`src/rtl/pfd_ctrl_pkg.sv`:
```
// rtl/pfd_ctrl_pkg.sv - shared state encodings and default parameters for pfd_lock_ctrl
package pfd_ctrl_pkg;

    typedef enum logic [1:0] {
        M_DISABLED = 2'd0,
        M_ACQUIRE  = 2'd1,
        M_LOCKED   = 2'd2
    } main_state_t;

    typedef enum logic [1:0] {
        E_IDLE = 2'd0,
        E_MEAS = 2'd1,
        E_CLR  = 2'd2,
        E_DONE = 2'd3
    } ev_state_t;

    localparam int DEF_W          = 8;
    localparam int DEF_RST_CYCLES = 3;
    localparam int DEF_LOCK_CNT   = 16;
    localparam int DEF_UNLOCK_CNT = 4;

endpackage

```
`src/rtl/sync2.sv`:
```
// rtl/sync2.sv - two-flop synchronizer for detector outputs
module sync2 (
    input  logic clk1,
    input  logic rst,
    input  logic d,
    output logic q
);

    logic meta;

    always_ff @(posedge clk1 or posedge rst) begin
        if (rst) begin
            meta <= 1'b0;
            q    <= 1'b0;
        end else begin
            meta <= d;
            q    <= meta;
        end
    end

endmodule

```
`src/rtl/pfd_lock_ctrl.sv`:
```
// rtl/pfd_lock_ctrl.sv - PFD event sequencer, error-width measurement and lock hysteresis
module pfd_lock_ctrl
    import pfd_ctrl_pkg::*;
#(
    parameter int W          = DEF_W,
    parameter int RST_CYCLES = DEF_RST_CYCLES,
    parameter int LOCK_CNT   = DEF_LOCK_CNT,
    parameter int UNLOCK_CNT = DEF_UNLOCK_CNT
) (
    input  logic         clk1,
    input  logic         rst,
    input  logic         en,
    input  logic         up,
    input  logic         dn,
    input  logic [W-1:0] win,
    output logic         pfd_rst,
    output logic         locked,
    output logic         lock_lost,
    output logic         err_valid,
    output logic [W-1:0] err_width,
    output logic         err_sign
);

    localparam logic [W-1:0] WMAX = '1;

    logic up_s, dn_s;

    sync2 u_sync_up (.clk1(clk1), .rst(rst), .d(up), .q(up_s));
    sync2 u_sync_dn (.clk1(clk1), .rst(rst), .d(dn), .q(dn_s));

    main_state_t  main_q, main_d;
    ev_state_t    ev_q, ev_d;
    logic [W-1:0] width_q, width_d;
    logic         sign_q, sign_d, tmo_q, tmo_d;
    logic [3:0]   clr_q, clr_d;
    logic [7:0]   good_q, good_d, bad_q, bad_d;
    logic         ev_good_q, done_entry, lost_d, abort;

    // Event engine; any disable aborts the event silently.
    always_comb begin
        ev_d       = ev_q;
        width_d    = width_q;
        sign_d     = sign_q;
        tmo_d      = tmo_q;
        clr_d      = clr_q;
        done_entry = 1'b0;
        abort      = (main_q == M_DISABLED) || !en;
        case (ev_q)
            E_IDLE: begin
                if (up_s && dn_s) begin
                    ev_d = E_CLR; width_d = '0; sign_d = 1'b0; tmo_d = 1'b0; clr_d = '0;
                end else if (up_s ^ dn_s) begin
                    ev_d = E_MEAS; width_d = {{(W-1){1'b0}}, 1'b1}; sign_d = up_s; tmo_d = 1'b0;
                end
            end
            E_MEAS: begin
                if (up_s ^ dn_s) begin
                    width_d = width_q + 1'b1;
                    if (width_q == WMAX - 1'b1) begin
                        tmo_d = 1'b1; ev_d = E_CLR; clr_d = '0;
                    end
                end else begin
                    ev_d = E_CLR; clr_d = '0;
                end
            end
            E_CLR: begin
                if (clr_q == 4'(RST_CYCLES - 1)) begin
                    ev_d = E_DONE; done_entry = 1'b1;
                end else begin
                    clr_d = clr_q + 1'b1;
                end
            end
            default: begin
                if (!up_s && !dn_s) ev_d = E_IDLE;
            end
        endcase
        if (abort) begin
            ev_d       = E_IDLE;
            done_entry = 1'b0;
        end
    end

    // Lock hysteresis, advanced once per reported event.
    always_comb begin
        main_d = main_q;
        good_d = good_q;
        bad_d  = bad_q;
        lost_d = 1'b0;
        case (main_q)
            M_DISABLED: begin
                good_d = '0;
                bad_d  = '0;
                if (en) main_d = M_ACQUIRE;
            end
            default: begin
                if (err_valid) begin
                    if (ev_good_q) begin
                        good_d = (good_q == 8'hFF) ? good_q : good_q + 1'b1;
                        bad_d  = '0;
                    end else begin
                        bad_d  = (bad_q == 8'hFF) ? bad_q : bad_q + 1'b1;
                        good_d = '0;
                    end
                end
                if (main_q == M_ACQUIRE && good_d == 8'(LOCK_CNT)) begin
                    main_d = M_LOCKED; good_d = '0; bad_d = '0;
                end else if (main_q == M_LOCKED && bad_d == 8'(UNLOCK_CNT)) begin
                    main_d = M_ACQUIRE; good_d = '0; bad_d = '0; lost_d = 1'b1;
                end
            end
        endcase
        if (!en) begin
            main_d = M_DISABLED;
            good_d = '0;
            bad_d  = '0;
            lost_d = 1'b0;
        end
    end

    always_ff @(posedge clk1 or posedge rst) begin
        if (rst) begin
            main_q    <= M_DISABLED;
            ev_q      <= E_IDLE;
            width_q   <= '0;
            sign_q    <= 1'b0;
            tmo_q     <= 1'b0;
            clr_q     <= '0;
            good_q    <= '0;
            bad_q     <= '0;
            ev_good_q <= 1'b0;
            pfd_rst   <= 1'b1;
            locked    <= 1'b0;
            lock_lost <= 1'b0;
            err_valid <= 1'b0;
            err_width <= '0;
            err_sign  <= 1'b0;
        end else begin
            main_q    <= main_d;
            ev_q      <= ev_d;
            width_q   <= width_d;
            sign_q    <= sign_d;
            tmo_q     <= tmo_d;
            clr_q     <= clr_d;
            good_q    <= good_d;
            bad_q     <= bad_d;
            pfd_rst   <= (main_d == M_DISABLED) || (ev_d == E_CLR);
            locked    <= (main_d == M_LOCKED);
            lock_lost <= lost_d;
            err_valid <= done_entry;
            if (done_entry) begin
                err_width <= width_q;
                err_sign  <= sign_q;
                ev_good_q <= (width_q <= win) && !tmo_q;
            end
        end
    end

endmodule

```
`config.mk`:
```
export PLATFORM = sky130hd
export DESIGN_NAME = pfd_lock_ctrl
export DESIGN_NICKNAME = d
export VERILOG_FILES = /design/src/rtl/pfd_ctrl_pkg.sv /design/src/rtl/sync2.sv /design/src/rtl/pfd_lock_ctrl.sv
export SDC_FILE = /design/constraint.sdc
export NUM_CORES = 1
export LEC_CHECK = 0
export ABC_AREA = 1
export CAP_MARGIN = 20
export CORE_UTILIZATION = 58
export DETAILED_ROUTE_END_ITERATION = 7
export PLACE_DENSITY = 0.81
export REMOVE_ABC_BUFFERS = 1
export SLEW_MARGIN = 40
export SYNTH_ARGS = -nofsm -noshare
export SYNTH_HDL_FRONTEND = slang
export SYNTH_SLANG_ARGS = --single-unit
```
`constraint.sdc`:
```
create_clock -name clk1 -period 2.1 [get_ports clk1]
set_input_delay 0.21 -clock clk1 [delete_from_list [all_inputs] [get_ports clk1]]
set_output_delay 0.21 -clock clk1 [all_outputs]
set_load 0.05 [all_outputs]
```
==> results of run 1 <==
[cells in the mapped netlist, drive strengths merged]
master / n / area, um2
a21boi: 1 / 7.510
o21a: 2 / 15.01
dfrtp: 51 / 1276
a21oi: 13 / 65.06
buf: 5 / 55.05
nand4: 7 / 43.79
nand3b: 4 / 30.03
a211oi: 1 / 7.510
dfstp: 1 / 26.28
nand3: 36 / 190.2
nor2: 62 / 285.3
xor2: 2 / 17.52
o22ai: 3 / 18.77
inv: 59 / 221.5
xnor2: 1 / 8.760
o21ai: 19 / 95.09
clkbuf: 1 / 3.750
ha: 17 / 212.7
o211ai: 1 / 7.510
o31ai: 1 / 7.510
nand2: 99 / 391.6
nor3: 5 / 25.02
[worst paths after layout]
path	from	to	cells past startpoint
max	bad_q[0]	good_q[7]	13
min in group clk1	dn	u_sync_dn.meta	1
min reg2reg	u_sync_dn.meta	u_sync_dn.q	0
max reg2reg	bad_q[0]	good_q[7]	13
min	rst	main_q[1]	2
max in group asynchronous	rst	pfd_rst	3
[placed cells by master (no fill, tap or decap), types with 2 or more instances in the layout]
master	count
a21oi_1	13
buf_4	9
clkbuf_8	5
clkdlybuf4s50_1	24
clkinv_2	2
dfrtp_1	51
ha_1	16
inv_1	58
nand2_1	94
nand2_2	3
nand2_4	2
nand3_1	34
nand3b_1	4
nand4_1	7
nor2_1	44
nor2_2	16
nor2_4	2
nor3_1	5
o21a_1	2
o21ai_0	18
o22ai_1	3
xor2_1	2
[timing repair]
item | 4_1_cts | 5_1_grt
hold buffers | 0 | 0
resized for setup | 0 | 6
setup endpoints to repair | 0 | 19
hold endpoints to repair | 0 | 0
setup buffers | 0 | 1
[routing by layer]
layer	vias up	share of wire (%)	track usage [%]
met4	0	0.54	8.333
met1	1195	45	29.01
met5	-	0	0
met3	2	3.2	4.743
li1	1313	-	-
met2	51	52	42.32
[registers in the layout, summed over array words and instances (netlist names), 2 cells and up]
name,flops
clr_q,4
width_q,8
good_q,8
main_q,2
ev_q,2
err_width,8
bad_q,8
[logic make-up after synthesis]
family,Yosys count
and+or+nand+nor,213
buffers and inverters,65
DFF,52
AOI/OAI and AO/OA,41
adders and majority gates,17
xor gates and xnor gates,3
[power by group]
part | leakage (nW) | switching, W | internal (W) | total (W)
Sequential | 0.706 | 0.0000121 | 0.00102 | 0.00103
Clock | 0.0479 | 0.000323 | 0.000233 | 0.000556
Combinational | 0.929 | 0.000106 | 0.0000647 | 0.000171
Total | 1.68 | 0.000441 | 0.00132 | 0.00176
[cell type report]
cell class,instances,area (um2)
clock buffers,5,68.82
clock inverters,3,18.77
fillers,386,1351
inverters,59,221.5
multi-input cells,275,1474
flip-flops and latches,52,1303
well taps,67,83.83
repair buffers,34,327.8
[metrics by stage]
stage          std cells  setup TNS (ns)
2_1_floorplan        385          -1.984
3_3_place_gp         485               0
3_5_place_dp         485               0
4_1_cts              493               0
5_1_grt              495         -0.2609
6_report             495               0
==> qor.txt, run 1 <==
clk sinks -> 52
H-tree levels -> 2
status -> finished clean
library cells used by synthesis -> 31
pre-CTS setup slack -> 0.06936 ns
DRT iter0 DRCs -> 140
IO Count -> 26
Peak VDD IR -> 0.5012 mV
#FFs+latches synth -> 52
multiplexer share of the synthesized area -> 0%
clk root buf -> clkbuf_8
Min-Delay Path Class -> input port to asynchronous set/reset pin
CP max FO -> 11
largest net degree at the start of global routing -> 36
crit path DAT -> 2.15 ns
cell mode on critical path -> nand2_1
GRT Resource Usage Total -> 23.88%
Final Cycle Share -> 92.79%
Routed Antenna Nets -> 0
NumNets Final -> 457
Post-DP HPWL -> 4.524 mm
grt ovf -> 0
CTS tree -> done
leak pwr -> 1.683 nW
CP Capture Type -> register
DRT Wirelength -> 6.099 mm
Final Max Slew Viols -> 0
Worst R2R Setup Slack -> 0.15 ns
Wirelength per Cell -> 12.32 um
Tot Pwr -> 0.001760 W
crit path buf inv count -> 1
Starting Density -> 62.12%
die area -> 5485 um2
utilization after layout -> 72.13%
Post-Synth Adder-Cell Area -> 7.063%
Synth Area in Simple Gates -> 32.07%
XOR/XNOR Fraction of Synth Area -> 0.8725%
Worst path top cell family by delay -> simple AND/OR/NAND/NOR gates
critical path startpoint category -> register
sequential area share after synthesis -> 43.25%
Gate Count Post-Synth -> 391
antenna violations before repair -> 0
final worst slack -> 0.1515 ns
crit path time final -> 1.949 ns
cells along the critical path -> ha_1 > nand2_1 > nor2_1 > nand2_2 > nand3b_1 > nand2_1 > nor2_2 > nand2_1 > nor2_1 > nand2_1 > buf_4 > o21ai_1 > nor2_1
Syn-to-layout area delta -> 16.12%
Synth Area in Compound Gates -> 7.437%
Die Wd -> 74.06 um
Core Area -> 4848 um2
share of cells above drive strength 1 -> 10.98%
fmax -> 513.2 MHz
Post-DP Area -> 3357 um2
IO Port Bufs -> 25
Worst path slowest cell -> dfrtp_1
# DRC -> 0
worst slew pin tran -> 0.6697 ns
MaxCap Viol Count -> 0
CTS Buf Count -> 5
Clock Latency Late Sink -> 0.30 ns
vias in the first global route -> 2382
first-pass GRT wire length -> 9.970 mm
hold_ws -> 0.1980 ns
vias per std cell -> 5.174
FP Rows -> 25
Hold Violations, Final -> 0
fin area -> 3497 um2
Reg clk slew, reported paths -> 0.09 ns
RePlAce Congestion -> 0.8392
Diodes inserted -> 0
Netlist Area Pre-Place -> 3012 um2
Max-Slew Margin vs Limit -> 55.19%
WS Path Type -> register to register
main combinational cell family by area after synthesis -> simple AND/OR/NAND/NOR gates
clk buf depth -> 2
drt pass-1 iters -> 4
Setup Skew -> 0.007491 ns
max incr delay on CP -> 0.40 ns
total number of vias -> 2561
die height -> 74.06 um
synthesized area per cell -> 7.702 um2
CP Data Required Time -> 2.30 ns
Yosys Warn Count -> 0
final setup violation count -> 0
pwr/cell area -> 503.3 nW/um2
Note: power is estimated with default switching activity, not from simulation.
==> run 2, diff against run 1 <==
--- a/config.mk
+++ b/config.mk
@@ -7,6 +7,7 @@
 export LEC_CHECK = 0
 export ABC_AREA = 1
 export CAP_MARGIN = 20
+export CORE_ASPECT_RATIO = 1.5
 export CORE_UTILIZATION = 58
 export DETAILED_ROUTE_END_ITERATION = 7
 export PLACE_DENSITY = 0.81
==> run 2 against run 1 <==
  * Fmax fell by 0.73%
  * Combinational power is essentially flat
  * Hold slack improved by 0.050 ns
  * Largest power group unchanged
  * Power rose by 7.8%
  * Die area up 0.11%
  * First-iteration DRC count is 11% higher
  * Highest routed layer unchanged
==> qor.txt, run 2 (same netlist as run 1, synthesis figures left out) <==
CP max FO -> 8 (was 11)
die height -> 90.26 um (was 74.06 um)
setup TNS -> 0 ns (unchanged)
Min-Delay Path Class -> input port to asynchronous set/reset pin (unchanged)
hold_ws -> 0.2477 ns (was 0.1980 ns)
NumNets Final -> 458 (was 457)
Clock Latency Late Sink -> 0.31 ns (was 0.30 ns)
Final Max Slew Viols -> 0 (unchanged)
total number of vias -> 2583 (was 2561)
vias per std cell -> 5.218 (was 5.174)
register area -> 1304 um2 (was 1303 um2)
IO Count -> 26 (unchanged)
IO Port Bufs -> 25 (unchanged)
RePlAce Congestion -> 0.8898 (was 0.8392)
first-pass GRT wire length -> 10.26 mm (was 9.970 mm)
DRT iter0 DRCs -> 156 (was 140)
die area -> 5491 um2 (was 5485 um2)
# DRC -> 0 (unchanged)
final worst slack -> 0.1372 ns (was 0.1515 ns)
CTS tree -> done (unchanged)
CP startpoint -> good_q[0] (was bad_q[0])
CP Data Required Time -> 2.30 ns (about the same)
DRT Wirelength -> 6.156 mm (was 6.099 mm)
post-cts hold buffer count -> 0 (unchanged)
clk buf depth -> 2 (unchanged)
antenna violations before repair -> 0 (unchanged)
vias in the first global route -> 2512 (was 2382)
crit path DAT -> 2.16 ns (was 2.15 ns)
utilization after layout -> 71.68% (was 72.13%)
Core Area -> 4926 um2 (was 4848 um2)
worst slew pin tran -> 0.5033 ns (was 0.6697 ns)
Crit Reg-Reg Endpoint -> bad_q[3] (was good_q[7])
Multi-input gate area -> 1480 um2 (was 1474 um2)
MaxCap Viol Count -> 0 (unchanged)
Diodes inserted -> 0 (unchanged)
pwr/cell area -> 537.5 nW/um2 (was 503.3 nW/um2)
CTS Buf Count -> 5 (unchanged)
Final Cycle Share -> 93.47% (was 92.79%)
grt ovf -> 0 (unchanged)
fmax -> 509.5 MHz (was 513.2 MHz)
FP Rows -> 31 (was 25)
Post-Place Cells -> 483 (was 485)
GRT Resource Usage Total -> 24.43% (was 23.88%)
Routed Antenna Nets -> 0 (unchanged)
final setup violation count -> 0 (unchanged)
pre-CTS setup slack -> -0.03359 ns (was 0.06936 ns)
Layout Cells excl Fill -> 495 (unchanged)
filler instances -> 422 (was 386)
Die Wd -> 60.84 um (was 74.06 um)
critical path startpoint category -> register (unchanged)
Syn-to-layout area delta -> 17.24% (was 16.12%)
Hold Violations, Final -> 0 (unchanged)
share of cells above drive strength 1 -> 12.12% (was 10.98%)
R2R cell count -> 11 (was 13)
Peak VDD IR -> 0.5615 mV (was 0.5012 mV)
largest net degree at the start of global routing -> 53 (was 36)
Wirelength per Cell -> 12.44 um (was 12.32 um)
CP Capture Type -> register (unchanged)
most common cell after layout, fill and taps aside -> nand2_1 (unchanged)
Reg clk slew, reported paths -> 0.10 ns (was 0.09 ns)
Starting Density -> 61.14% (was 62.12%)
Setup Skew -> 0.01427 ns (was 0.007491 ns)
crit path time final -> 1.963 ns (was 1.949 ns)
status -> finished clean (unchanged)
WS Path Type -> register to register (unchanged)
clk sinks -> 52 (unchanged)
clk root buf -> clkbuf_8 (unchanged)
leak pwr -> 1.686 nW (was 1.683 nW)
most frequent cells in the layout -> nand2_1 (94), inv_1 (58), dfrtp_1 (50) (was nand2_1 (94), inv_1 (58), dfrtp_1 (51))
reg2reg start -> good_q[0] (was bad_q[0])
H-tree levels -> 2 (unchanged)
Max-Slew Margin vs Limit -> 66.34% (was 55.19%)
Worst R2R Setup Slack -> 0.14 ns (was 0.15 ns)
drt pass-1 iters -> 4 (unchanged)
Post-DP HPWL -> 4.593 mm (was 4.524 mm)
## run 2: timing repair
action,4_1_cts,5_1_grt
endpoints found under the setup margin,3,20
gates cloned,0,2
setup buffers,0,2
resized for setup,1,9
pin swaps,0,6
hold endpoints to repair,0,0
## run 2: cell type report
cell class | instances | share of cell area, %
clock buffers | 5 | 1.949
clock inverters | 3 | 1.311
inverters | 59 | 6.272
multi-input cells | 276 | 41.92
flip-flops and latches | 52 | 36.92
well taps | 66 | 2.339
repair buffers | 34 | 9.284
## run 2: how the worst max path moves through the flow
stage	endpoint
after floorplan	good_q[0]
after global placement	good_q[1]
after detailed placement	good_q[6]
after CTS	good_q[6]
after global routing	good_q[6]
final	bad_q[3]
## run 2: worst max-delay path, stage by stage, from the launching register on
cell	delay (ns)
dfrtp_1	0.44
ha_4	0.16
nand2_2	0.06
nor2_4	0.19
nand2_4	0.10
nand3_1	0.09
xor2_1	0.22
nand2_1	0.08
inv_1	0.07
nand3_2	0.17
nand2_4	0.22
nor2_2	0.05
## run 2: metal layers
layer  GRT usage, %  vias up  wire (um)
met5              0        -          0
met2          44.69       51       3343
li1               -     1311          -
met4          9.091        0        138
met3          4.155       16        176
met1          26.72     1205       2497
## run 2: power by group
part / total, W / leakage [nW] / internal [W] / switching, W
combinational: 0.000168 / 0.927 / 0.0000638 / 0.000105
clock: 0.000696 / 0.0548 / 0.000359 / 0.000337
sequential: 0.00103 / 0.704 / 0.00102 / 0.0000122
total: 0.00190 / 1.69 / 0.00144 / 0.000454
## run 2: per-stage QoR
stage | area [um2] | total power [W]
finish | 3531 | 0.001898
global route | 3531 | 0.001969
CTS | 3466 | 0.001912
detailed placement | 3348 | 0.001221
global placement | 3348 | 0.001214
floorplan | 2953 | 0.001153
==> run 3, diff against run 2 <==
--- a/config.mk
+++ b/config.mk
@@ -5,7 +5,6 @@
 export SDC_FILE = /design/constraint.sdc
 export NUM_CORES = 1
 export LEC_CHECK = 0
-export ABC_AREA = 1
 export CAP_MARGIN = 20
 export CORE_ASPECT_RATIO = 1.5
 export CORE_UTILIZATION = 58
==> run 3 against run 2 <==
  * Wire length up 19%
  * Hold slack better by 0.0016 ns
  * Global-route usage increased by 3.3 points
  * Highest routed layer unchanged
  * The run now ends with setup timing left
  * Power decreased by 5.2%
  * Largest power group unchanged
  * Flip-flop and latch count unchanged
==> qor.txt, run 3 <==
status -> complete, but fails checks (was finished clean)
failing checks -> setup timing
CTS Buf Count -> 5 (unchanged)
NumNets Final -> 403 (was 458)
Post-DP Area -> 3488 um2 (was 3348 um2)
Setup Skew -> 0.005284 ns (was 0.01427 ns)
antenna violations before repair -> 0 (unchanged)
CP startpoint -> good_q[5] (was good_q[0])
most frequent cells after synthesis -> dfrtp_1 (51), nand2_1 (42), inv_1 (23), nor2_1 (23), o21ai_0 (20) (was nand2_1 (95), inv_1 (59), dfrtp_1 (51))
DRT iter0 DRCs -> 126 (was 156)
clk root buf -> clkbuf_8 (unchanged)
CP Data Required Time -> 2.31 ns (was 2.30 ns)
share of cells above drive strength 1 -> 18.18% (was 12.12%)
Post-DP HPWL -> 5.070 mm (was 4.593 mm)
DRT met1 WL -> 2.640 mm (was 2.497 mm)
CTS tree -> done (unchanged)
Gate Count Post-Synth -> 326 (was 391)
utilization after layout -> 76.05% (was 71.68%)
post-cts hold buffer count -> 0 (unchanged)
final worst slack -> -0.008543 ns (was 0.1372 ns)
Max-Slew Margin vs Limit -> 65.03% (was 66.34%)
Clk network pwr share -> 32.1% (was 36.7%)
total number of vias -> 2644 (was 2583)
DRT Wirelength -> 7.304 mm (was 6.156 mm)
P_int -> 0.001368 W (was 0.001444 W)
RePlAce Congestion -> 0.8501 (was 0.8898)
filler instances -> 356 (was 422)
CP Capture Type -> register (unchanged)
vias in the first global route -> 2650 (was 2512)
first-pass GRT wire length -> 11.45 mm (was 10.26 mm)
critical path startpoint category -> register (unchanged)
MaxCap Viol Count -> 0 (unchanged)
Final Max Slew Viols -> 0 (unchanged)
DR top layer -> met4 (unchanged)
Hold Violations, Final -> 0 (unchanged)
max incr delay on CP -> 0.45 ns (was 0.44 ns)
Post-Place Cells -> 427 (was 483)
Worst path slowest cell -> dfrtp_1 (unchanged)
RSZ-0062 raised after global routing -> true
WS Path Type -> register to register (unchanged)
DR WL met2 -> 4.145 mm (was 3.343 mm)
top-count cell post-synth -> dfrtp_1 (was nand2_1)
pre-CTS setup slack -> -0.06228 ns (was -0.03359 ns)
Netlist Area Pre-Place -> 3033 um2 (was 3012 um2)
register area -> 1308 um2 (was 1304 um2)
fmax -> 474.3 MHz (was 509.5 MHz)
leak pwr -> 1.664 nW (was 1.686 nW)
Final Cycle Share -> 100.4% (was 93.47%)
ys flop type -> dfrtp_1 (unchanged)
Reg clk slew, reported paths -> 0.09 ns (was 0.10 ns)
Worst path top cell family by delay -> simple AND/OR/NAND/NOR gates (unchanged)
most common cell after layout, fill and taps aside -> dfrtp_1 (was nand2_1)
grt ovf -> 0 (unchanged)
# DRC -> 0 (unchanged)
#FFs+latches synth -> 52 (unchanged)
CP max FO -> 13 (was 8)
Core Area -> 4926 um2 (unchanged)
H-tree levels -> 2 (unchanged)
sw power -> 0.0004303 W (was 0.0004538 W)
Syn-to-layout area delta -> 23.51% (was 17.24%)
fin area -> 3746 um2 (was 3531 um2)
Starting Density -> 61.57% (was 61.14%)
Clock Latency Late Sink -> 0.30 ns (was 0.31 ns)
share of the synthesized area in the top cell type -> 42.08% (was 42.38%)
Tot Pwr -> 0.001798 W (was 0.001898 W)
worst slew pin tran -> 0.5229 ns (was 0.5033 ns)
Min-Delay Path Class -> input port to asynchronous set/reset pin (unchanged)
drt pass-1 iters -> 4 (unchanged)
combinational share of power -> 10.2% (was 8.9%)
ys async rst share -> 100.0% (unchanged)
crit path buf inv count -> 2 (was 1)
Layout Cells excl Fill -> 440 (was 495)
Area contributors post-synth -> dfrtp_1 (42%), ha_1 (7.0%), nand2_1 (5.2%), o21ai_0 (3.3%), inv_1 (2.8%) (was dfrtp_1 (42%), nand2_1 (12%), inv_1 (7.4%), ha_1 (7.1%), nand3_1 (5.7%))
largest net degree at the start of global routing -> 53 (unchanged)
IO Count -> 26 (unchanged)
clk buf depth -> 2 (unchanged)
Switching Share -> 23.93% (was 23.91%)
synthesized area per cell -> 9.303 um2 (was 7.702 um2)
Multi-input gate area -> 1655 um2 (was 1480 um2)
sequential area share after synthesis -> 42.95% (was 43.25%)
cells along the critical path -> nand4_1 > buf_4 > nor2_1 > o2bb2ai_1 > a22oi_1 > and4_4 > buf_12 > a2111oi_4 (was ha_4 > nand2_2 > nor2_4 > nand2_4 > nand3_1 > xor2_1 > nand2_1 > inv_1 > nand3_2 > nand2_4 > nor2_2)
reg2reg start -> good_q[5] (was good_q[0])
Peak VDD IR -> 0.4601 mV (was 0.5615 mV)
GRT Resource Usage Total -> 27.74% (was 24.43%)
Die Wd -> 61.05 um (was 60.84 um)
crit path time final -> 2.109 ns (was 1.963 ns)
Wirelength per Cell -> 16.60 um (was 12.44 um)
metal3 WL -> 217 um (was 176 um)
Routed Antenna Nets -> 0 (unchanged)
Post-synth EDFFs -> 0 (unchanged)
library cells used by synthesis -> 55 (was 31)
final setup violation count -> 1 (was 0)
die height -> 90.57 um (was 90.26 um)
clk sinks -> 52 (unchanged)
pwr/cell area -> 480.0 nW/um2 (was 537.5 nW/um2)
vias per std cell -> 6.009 (was 5.218)
FP Rows -> 31 (unchanged)
IO Port Bufs -> 25 (unchanged)
most frequent cells in the layout -> dfrtp_1 (47), nand2_1 (42), clkdlybuf4s50_1 (25), buf_4 (25), nor2_1 (23) (was nand2_1 (94), inv_1 (58), dfrtp_1 (50))
area leader, netlist -> dfrtp_1 (unchanged)
sequential power share -> 57.7% (was 54.4%)
die area -> 5529 um2 (was 5491 um2)
Yosys Warn Count -> 0 (unchanged)
crit path DAT -> 2.31 ns (was 2.16 ns)
Diodes inserted -> 0 (unchanged)
run 3: area by class of cell:
type                    instances  share of cell area [%]
flip-flops and latches         52                   34.90
well taps                      66                   2.204
clock buffers                   8                   2.405
inverters                      24                   2.405
repair buffers                 55                   13.89
multi-input cells             235                   44.19
run 3: final timing paths:
| check | to | cells past startpoint | slack (ns) |
|---|---|---|---|
| min in group clk1 | u_sync_dn.meta | 1 | 0.35 |
| max | good_q[4] | 8 | -0.009 |
| min | lock_lost | 3 | 0.25 |
| min reg2reg | u_sync_up.q | 0 | 0.36 |
| max in group asynchronous | pfd_rst | 3 | 1.57 |
| max reg2reg | good_q[4] | 8 | -0.009 |
run 3: metal layers:
metal	vias to the layer above	GRT usage, %
met1	1298	28.86
li1	1246	-
met3	29	5.731
met2	71	48.46
met5	-	0
met4	0	16.10
run 3: worst register-to-register path, cell delays in order, from the launching register on:
cell       delay [ns]
dfrtp_1          0.45
nand4_1          0.20
buf_4            0.20
nor2_1           0.22
o2bb2ai_1        0.17
a22oi_1          0.13
and4_4           0.21
buf_12           0.14
a2111oi_4        0.29
run 3: cell families after synthesis:
kind of cell,share of synthesized area [%]
compound gates,16.30
xor+xnor,2.599
fa+ha+maj,7.013
buf+inv,5.940
flops,42.95
mux,1.691
simple gates,23.51
run 3: through the flow:
| stage | hold WS, ns | TNS (ns) |
|---|---|---|
| CTS | 0.2628 | 0 |
| finish | 0.2492 | -0.008543 |
| floorplan | 0.2414 | -3.672 |
| global placement | 0.3353 | -0.3431 |
| global route | 0.2986 | -0.7426 |
| detailed placement | 0.3397 | -0.6326 |
run 3: power groups by stage:
| stage | Sequential [W] | Clock, W | Combinational (W) |
|---|---|---|---|
| 4_1_cts | 0.00104 | 0.000594 | 0.000182 |
| 6_report | 0.00104 | 0.000577 | 0.000184 |
| 2_1_floorplan | 0.00106 | 0 | 0.0000933 |
| 3_5_place_dp | 0.00106 | 0 | 0.000180 |
| 3_3_place_gp | 0.00106 | 0 | 0.000173 |
| 5_1_grt | 0.00104 | 0.000628 | 0.000206 |
run 3: what timing repair did:
action,CTS,global route
gates cloned,0,0
setup buffers,2,3
gates resized for setup,6,22
endpoints found under the setup margin,17,20
pin swaps,2,4
